**config.mk**
```make
export PLATFORM = sky130hd
export DESIGN_NAME = mmio_port_responder_flat
export DESIGN_NICKNAME = d
export VERILOG_FILES = /design/src/rtl/mmio_port_responder_pkg.sv /design/src/rtl/mmio_port_responder_if.sv /design/src/rtl/mmio_port_responder_sync.sv /design/src/rtl/mmio_port_responder.sv /design/src/flat_wrapper.sv
export SDC_FILE = /design/constraint.sdc
export NUM_CORES = 1
export LEC_CHECK = 0
export CORE_UTILIZATION = 43
export CTS_CLUSTER_SIZE = 25
export DETAILED_ROUTE_END_ITERATION = 12
export GPL_TIMING_DRIVEN = 0
export PLACE_DENSITY = 0.95
export REMOVE_ABC_BUFFERS = 1
export SLEW_MARGIN = 10
export SYNTH_ARGS = -nofsm -noshare
export SYNTH_HDL_FRONTEND = slang
export SYNTH_SLANG_ARGS = --single-unit
```
**constraint.sdc**
```tcl
create_clock -name clk -period 7.91 [get_ports clk]
set_clock_uncertainty 0.1 [all_clocks]
set_input_delay 2.373 -clock clk [delete_from_list [all_inputs] [get_ports clk]]
set_output_delay 2.373 -clock clk [all_outputs]
set_load 0.01 [all_outputs]
```
**src/rtl/mmio_port_responder_pkg.sv**
```systemverilog
// Shared constants for the MIPS memory-mapped I/O block: register word offsets,
// STATUS/CTRL bit positions and the default window base.
package mips_io_pkg;

    localparam logic [31:0] DEFAULT_BASE_ADDRESS = 32'hFFFF_0000;

    // Word offsets, compared against Address[5:2]
    localparam logic [3:0] OFF_PORT_OUT      = 4'd0;
    localparam logic [3:0] OFF_PORT_IN       = 4'd1;
    localparam logic [3:0] OFF_STATUS        = 4'd2;
    localparam logic [3:0] OFF_TIMER_COUNT   = 4'd3;
    localparam logic [3:0] OFF_TIMER_COMPARE = 4'd4;
    localparam logic [3:0] OFF_TIMER_CTRL    = 4'd5;

    localparam int STATUS_IN_CHANGED    = 0;
    localparam int STATUS_TIMER_EXPIRED = 1;
    localparam int CTRL_EN              = 0;
    localparam int CTRL_AUTO_RELOAD     = 1;

endpackage

```
**src/rtl/mmio_port_responder_if.sv**
```systemverilog
// Data-bus signals between the MIPS datapath (master) and the I/O responder (slave).
interface mmio_port_responder_if;

    logic        MemWrite;
    logic        MemRead;
    logic [31:0] Address;
    logic [31:0] WriteData;
    logic [31:0] ReadData;
    logic        Selected;

    modport master (
        output MemWrite, MemRead, Address, WriteData,
        input  ReadData, Selected
    );

    modport slave (
        input  MemWrite, MemRead, Address, WriteData,
        output ReadData, Selected
    );

endinterface

```
**src/rtl/mmio_port_responder_sync.sv**
```systemverilog
// Two-flop synchronizer for an asynchronous input bus, plus a previous-value
// register so callers get a one-cycle-wide 'changed' indication.
module input_synchronizer #(
    parameter int DATA_W = 8
) (
    input  logic              clk,
    input  logic              reset,
    input  logic [DATA_W-1:0] din,
    output logic [DATA_W-1:0] sync,
    output logic              changed
);

    logic [DATA_W-1:0] meta_p0;
    logic [DATA_W-1:0] sync_p1;
    logic [DATA_W-1:0] prev_p2;

    always_ff @(posedge clk) begin
        if (reset) begin
            meta_p0 <= '0;
            sync_p1 <= '0;
            prev_p2 <= '0;
        end else begin
            meta_p0 <= din;
            // stage boundary: metastability-settled value
            sync_p1 <= meta_p0;
            // stage boundary: value seen one cycle earlier
            prev_p2 <= sync_p1;
        end
    end

    assign sync    = sync_p1;
    assign changed = (sync_p1 != prev_p2);

endmodule

```
**src/rtl/mmio_port_responder.sv**
```systemverilog
// MIPS data-bus I/O responder: output port, synchronized input port with sticky
// change flag, and an interval timer compiled in only when MMIO_TIMER_EN is defined.
module mmio_port_responder
    import mips_io_pkg::*;
#(
    parameter logic [31:0] BASE_ADDRESS = DEFAULT_BASE_ADDRESS
) (
    input  logic                  clk,
    input  logic                  reset,
    mmio_port_responder_if.slave  bus,
    input  logic [7:0]            PortIn,
    output logic [31:0]           PortOut,
    output logic                  Irq
);

    logic [3:0]  offset;
    logic        wr_en;
    logic        unused_addr_bits;
    logic [7:0]  port_in_sync;
    logic        in_changed;
    logic        timer_expire;
    logic [1:0]  status;
    logic [1:0]  status_clr;
    logic [1:0]  status_set;
    logic [31:0] rd_word;

    assign offset           = bus.Address[5:2];
    assign unused_addr_bits = ^bus.Address[1:0];
    assign bus.Selected     = (bus.Address[31:6] == BASE_ADDRESS[31:6]);
    assign wr_en            = bus.MemWrite && bus.Selected;

    input_synchronizer #(
        .DATA_W (8)
    ) u_port_in_sync (
        .clk     (clk),
        .reset   (reset),
        .din     (PortIn),
        .sync    (port_in_sync),
        .changed (in_changed)
    );

    always_ff @(posedge clk) begin
        if (reset) begin
            PortOut <= '0;
        end else if (wr_en && offset == OFF_PORT_OUT) begin
            PortOut <= bus.WriteData;
        end
    end

`ifdef MMIO_TIMER_EN
    logic [31:0] count;
    logic [31:0] compare;
    logic [1:0]  ctrl;

    assign timer_expire = ctrl[CTRL_EN] && (count == compare);

    // Register writes come after the count step so a CTRL write overrides it.
    always_ff @(posedge clk) begin
        if (reset) begin
            count   <= '0;
            compare <= '0;
            ctrl    <= '0;
        end else begin
            if (ctrl[CTRL_EN]) begin
                if (count == compare) begin
                    count <= '0;
                    if (!ctrl[CTRL_AUTO_RELOAD]) ctrl[CTRL_EN] <= 1'b0;
                end else begin
                    count <= count + 32'd1;
                end
            end
            if (wr_en && offset == OFF_TIMER_COMPARE) compare <= bus.WriteData;
            if (wr_en && offset == OFF_TIMER_CTRL) begin
                ctrl  <= bus.WriteData[1:0];
                count <= '0;
            end
        end
    end
`else
    assign timer_expire = 1'b0;
`endif

    // Sticky sets win over a same-cycle write-1-to-clear.
    assign status_clr = (wr_en && offset == OFF_STATUS) ? bus.WriteData[1:0] : 2'b00;
    assign status_set = {timer_expire, in_changed};

    always_ff @(posedge clk) begin
        if (reset) begin
            status <= '0;
        end else begin
            status <= (status & ~status_clr) | status_set;
        end
    end

    assign Irq = |status;

    always_comb begin
        rd_word = '0;
        case (offset)
            OFF_PORT_OUT:      rd_word = PortOut;
            OFF_PORT_IN:       rd_word = {24'b0, port_in_sync};
            OFF_STATUS:        rd_word = {30'b0, status};
`ifdef MMIO_TIMER_EN
            OFF_TIMER_COUNT:   rd_word = count;
            OFF_TIMER_COMPARE: rd_word = compare;
            OFF_TIMER_CTRL:    rd_word = {30'b0, ctrl};
`endif
            default:           rd_word = '0;
        endcase
    end

    assign bus.ReadData = (bus.MemRead && bus.Selected) ? rd_word : '0;

endmodule

```
**src/flat_wrapper.sv**
```systemverilog
// flat-port wrapper written by rule: the top's interface ports become plain ports
module mmio_port_responder_flat import mips_io_pkg::*;
#(
    parameter logic [31:0] BASE_ADDRESS = DEFAULT_BASE_ADDRESS
)
  (clk, reset, PortIn, PortOut, Irq, bus_MemWrite, bus_MemRead, bus_Address, bus_WriteData, bus_ReadData, bus_Selected);
  mmio_port_responder_if bus_i ();
  input  logic clk;
  input  logic reset;
  input  logic [7:0] PortIn;
  output logic [31:0] PortOut;
  output logic Irq;
  input wire logic [$bits(bus_i.MemWrite)-1:0] bus_MemWrite;
  input wire logic [$bits(bus_i.MemRead)-1:0] bus_MemRead;
  input wire logic [$bits(bus_i.Address)-1:0] bus_Address;
  input wire logic [$bits(bus_i.WriteData)-1:0] bus_WriteData;
  output wire logic [$bits(bus_i.ReadData)-1:0] bus_ReadData;
  output wire logic [$bits(bus_i.Selected)-1:0] bus_Selected;
  assign bus_i.MemWrite = bus_MemWrite;
  assign bus_i.MemRead = bus_MemRead;
  assign bus_i.Address = bus_Address;
  assign bus_i.WriteData = bus_WriteData;
  assign bus_ReadData = bus_i.ReadData;
  assign bus_Selected = bus_i.Selected;
  mmio_port_responder #(.BASE_ADDRESS(BASE_ADDRESS)) u_core (.clk(clk), .reset(reset), .bus(bus_i), .PortIn(PortIn), .PortOut(PortOut), .Irq(Irq));
endmodule
```
==> metrics.md <==
| Metric | Value |
|---|---|
| Most area-consuming cells after synthesis | sky130_fd_sc_hd__dfxtp_1 42%, sky130_fd_sc_hd__nor3b_2 11%, sky130_fd_sc_hd__o31ai_1 8.7% |
| Destination of the worst register-to-register timing path | u_core.status[0] |
| Warnings from Yosys | 0 |
| DR WL/cell | 18.4 um |
| Summed instance area of the synthesized netlist | 2770 um^2 |
| Source-to-sink clock delay at the later pin of the worst-skew pair | 0.33 ns |
| VDD IR-drop max | 0.000128 V |
| All-Layer GR Usage | 0.271 |
| Worst Setup EP | bus_ReadData[11] |
| Final global-route overflow total | 0 |
| Required time of the worst setup path | 5.44 ns |
| Total net switching power | 0.137 mW |
| Switching part of the total | 0.220 |
| Number of hold violations in the final report | 0 |
| Final max-slew violation count | 0 |
| Synthesized area divided by synthesized cell count | 9.40 um^2 |
| Detailed router's first-iteration violation count | 123 |
| Final nets | 493 |
| Setup-failing EPs final | 0 |
| Area fraction of the dominant cell type after synthesis | 0.419 |
| Port Buffers | 139 |
| Startpoint of the worst register-to-register path | u_core.u_port_in_sync.sync[1] |
| Kind of critical path | in2out |
| Total die area | 6780 um^2 |
| Number of buffers on the longest clock path | 2 |
| Worst path arrival time | 5.30 ns |
| Row count | 28 |
| Buffer cell driving the clock tree root | sky130_fd_sc_hd__clkbuf_8 |
| Inserted Clock Buffers | 9 |
| Layout Area Growth over Synthesis | 58.1% |
| Critical path startpoint category | input pin |
| Relative slew slack | 0.188 |
| H-tree Lvls | 3 |
| ANT nets after route | 0 |
| Final total power | 0.622 mW |
| Kind of end point of the critical path | output port |
| Vias per std cell | 5.83 |
| Final WS setup | 0.137 ns |
| Post-route DRC | 0 |
| Setup slack after placement | -0.474 ns |
| Slack of the worst reg-to-reg path | 6.73 ns |
| Ports | 142 |
| Unrepaired setup endpoints after global routing | false |
| Core outline area | 6060 um^2 |
| Via Count | 2,899 |
| Portion of total power attributed to the clock network | 0.410 |
| Core occupancy in the finished layout | 0.724 |
| Initial antenna violation count | 0 |
| Post-Layout Cell Count | 497 |
| Result of the run | complete, no violations |
| Path class of the lowest-slack min-delay path | reg2reg |
| TritonCTS Sinks | 58 |
| Via count of the first global-routing pass | 2,835 |
| Initial core utilization | 0.458 |
| Commonest non-fill, non-tap cell in the layout | sky130_fd_sc_hd__clkdlybuf4s50_1 |
| Number of max-cap violations | 0 |
| Internal power | 0.485 mW |
| Leakage | 1.36 nW |
| Global-route wire length before repair | 13,600 um |
| Final worst hold slack | 0.336 ns |
| Total inserted antenna cells | 0 |
| EDFF count, synth | 0 |
| Vertical die dimension | 82.3 um |
| Proportion of register bits with asynchronous set or reset after synthesis | 0 |
| HPWL after detailed placement | 6100 um |
| Cells after synthesis | 295 |
| Share of total power in combinational logic | 0.107 |
| Actual transition at the worst max-transition pin | 1.22 ns |
| Standard cell area after detailed placement | 4170 um^2 |
| Hold buffer count at CTS | 0 |
| Seq cells post-synth | 58 |
| Clock-pin slew on the worst setup and hold paths | 0.06 ns |
| Crit path max fanout | 19 |
| Share of synthesized area occupied by flip-flops and latches | 0.419 |
| Number of optimization iterations in the first detailed-route pass | 4 |
| CTS tree | done |
| Post-synth top area cell | sky130_fd_sc_hd__dfxtp_1 |
| Reg2reg path depth | 4 |
| Final weighted congestion in routability-driven placement | 0.720 |
| Max Clock Freq | 129 MHz |
| Commonest register cell after synthesis | sky130_fd_sc_hd__dfxtp_1 |
| Final Instance Area | 4390 um^2 |
| Number of library cell types mapped by synthesis | 29 |
| Aggregate routed wire length | 9140 um |
| Fraction of final layout cells sized beyond drive strength 1 | 0.126 |
| Setup TNS Final | 0 ns |
| Proportion of power drawn by flip-flops and latches | 0.483 |
| Postcts setup bufs | 0 |
| Clock period minus final worst setup slack | 7.77 ns |
| Largest net degree at the start of global routing | 38 |
| Die width | 82.3 um |
| Power density over cell area | 142 nW/um^2 |
| Most used cells in the layout excluding fill and tap cells | 137 x sky130_fd_sc_hd__clkdlybuf4s50_1, 58 x sky130_fd_sc_hd__dfxtp_1, 37 x sky130_fd_sc_hd__nand4_1, 35 x sky130_fd_sc_hd__a21oi_1, 32 x sky130_fd_sc_hd__o31ai_1 |
| # placed instances | 479 |
| Setup crit start | bus_Address[11] |
| Part of the cycle the worst path needs | 0.983 |
## timing repair
action                                 CTS  global route
endpoints found under the hold margin    0             0
pin swaps                                1             1
gates cloned                             1             1
resized for setup                        4             0
setup endpoints to repair               30            14
## layer usage
metal / GRT usage / vias to the layer above / share of wire
li1: - / 1344 / -
met2: 0.484 / 153 / 0.51
met4: 0.100 / 0 / 0.028
met1: 0.295 / 1378 / 0.38
met3: 0.0890 / 24 / 0.085
met5: 0 / - / 0
## cell families (layout without fill, tap and decap cells)
| kind of cell | count (synthesis) | after routing | synth area share |
|---|---|---|---|
| and+or+nand+nor | 118 | 120 | 0.319 |
| buffers and inverters | 35 | 160 | 0.0559 |
| DFF | 58 | 58 | 0.419 |
| xor gates and xnor gates | 8 | 8 | 0.0253 |
| AOI/OAI and AO/OA | 68 | 68 | 0.152 |
| muxes | 8 | 8 | 0.0289 |
## flip-flops by register name, summed over array words and instances, names as in the netlist
signal	count
u_core.status	2
u_core.u_port_in_sync.sync	8
u_core.PortOut	32
u_core.u_port_in_sync.prev_p2	8
u_core.u_port_in_sync.meta_p0	8
## how the worst min path moves through the flow
| stage | start | endpoint | slack (ns) | cells past startpoint |
|---|---|---|---|---|
| 6_report | u_core.u_port_in_sync.meta_p0[5] | u_core.u_port_in_sync.sync[5] | 0.34 | 1 |
| 5_1_grt | u_core.u_port_in_sync.meta_p0[3] | u_core.u_port_in_sync.sync[3] | 0.35 | 1 |
| 4_1_cts | u_core.u_port_in_sync.meta_p0[7] | u_core.u_port_in_sync.sync[7] | 0.34 | 1 |
| 3_5_place_dp | u_core.u_port_in_sync.meta_p0[7] | u_core.u_port_in_sync.sync[7] | 0.32 | 1 |
| 3_3_place_gp | u_core.u_port_in_sync.meta_p0[6] | u_core.u_port_in_sync.sync[6] | 0.32 | 1 |
| 2_1_floorplan | u_core.u_port_in_sync.meta_p0[0] | u_core.u_port_in_sync.sync[0] | 0.31 | 1 |
## cells in the mapped netlist, types with 2 or more instances
| cell | n |
|---|---|
| sky130_fd_sc_hd__clkbuf_1 | 26 |
| sky130_fd_sc_hd__nand4_1 | 37 |
| sky130_fd_sc_hd__nor3_1 | 3 |
| sky130_fd_sc_hd__buf_6 | 3 |
| sky130_fd_sc_hd__dfxtp_1 | 58 |
| sky130_fd_sc_hd__a21oi_1 | 35 |
| sky130_fd_sc_hd__mux2i_1 | 8 |
| sky130_fd_sc_hd__or3_1 | 2 |
| sky130_fd_sc_hd__xnor2_1 | 8 |
| sky130_fd_sc_hd__nor2_1 | 13 |
| sky130_fd_sc_hd__nor3b_2 | 24 |
| sky130_fd_sc_hd__nor4b_2 | 2 |
| sky130_fd_sc_hd__buf_1 | 4 |
| sky130_fd_sc_hd__nand3_1 | 2 |
| sky130_fd_sc_hd__o31ai_1 | 32 |
| sky130_fd_sc_hd__nor2b_1 | 25 |
## final cells by class
class                      instances  area [um^2]
clock inverter                     3         40.0
sequential                        58         1160
multi-input combinational        204         1510
inverter                           1         3.75
timing repair buffer             143         1440
fill                             464         1670
tap                               75         93.8
clock buffer                      13          139
## critical path, cell delays in order
cell and delay (ns):
sky130_fd_sc_hd__clkdlybuf4s50_1 0.45, sky130_fd_sc_hd__nor4b_2 0.54, sky130_fd_sc_hd__nand4_4 0.41, sky130_fd_sc_hd__or4_4 0.71, sky130_fd_sc_hd__nor3b_2 0.24, sky130_fd_sc_hd__clkdlybuf4s50_1 0.58
## power groups by stage
stage | combinational, mW | clock [mW] | sequential (mW)
global placement | 0.0611 | 0 | 0.306
CTS | 0.0663 | 0.258 | 0.300
finish | 0.0667 | 0.255 | 0.300
detailed placement | 0.0655 | 0 | 0.307
global route | 0.0710 | 0.271 | 0.301
floorplan | 0.0134 | 0 | 0.306
Power figures use the tool's default switching activity.
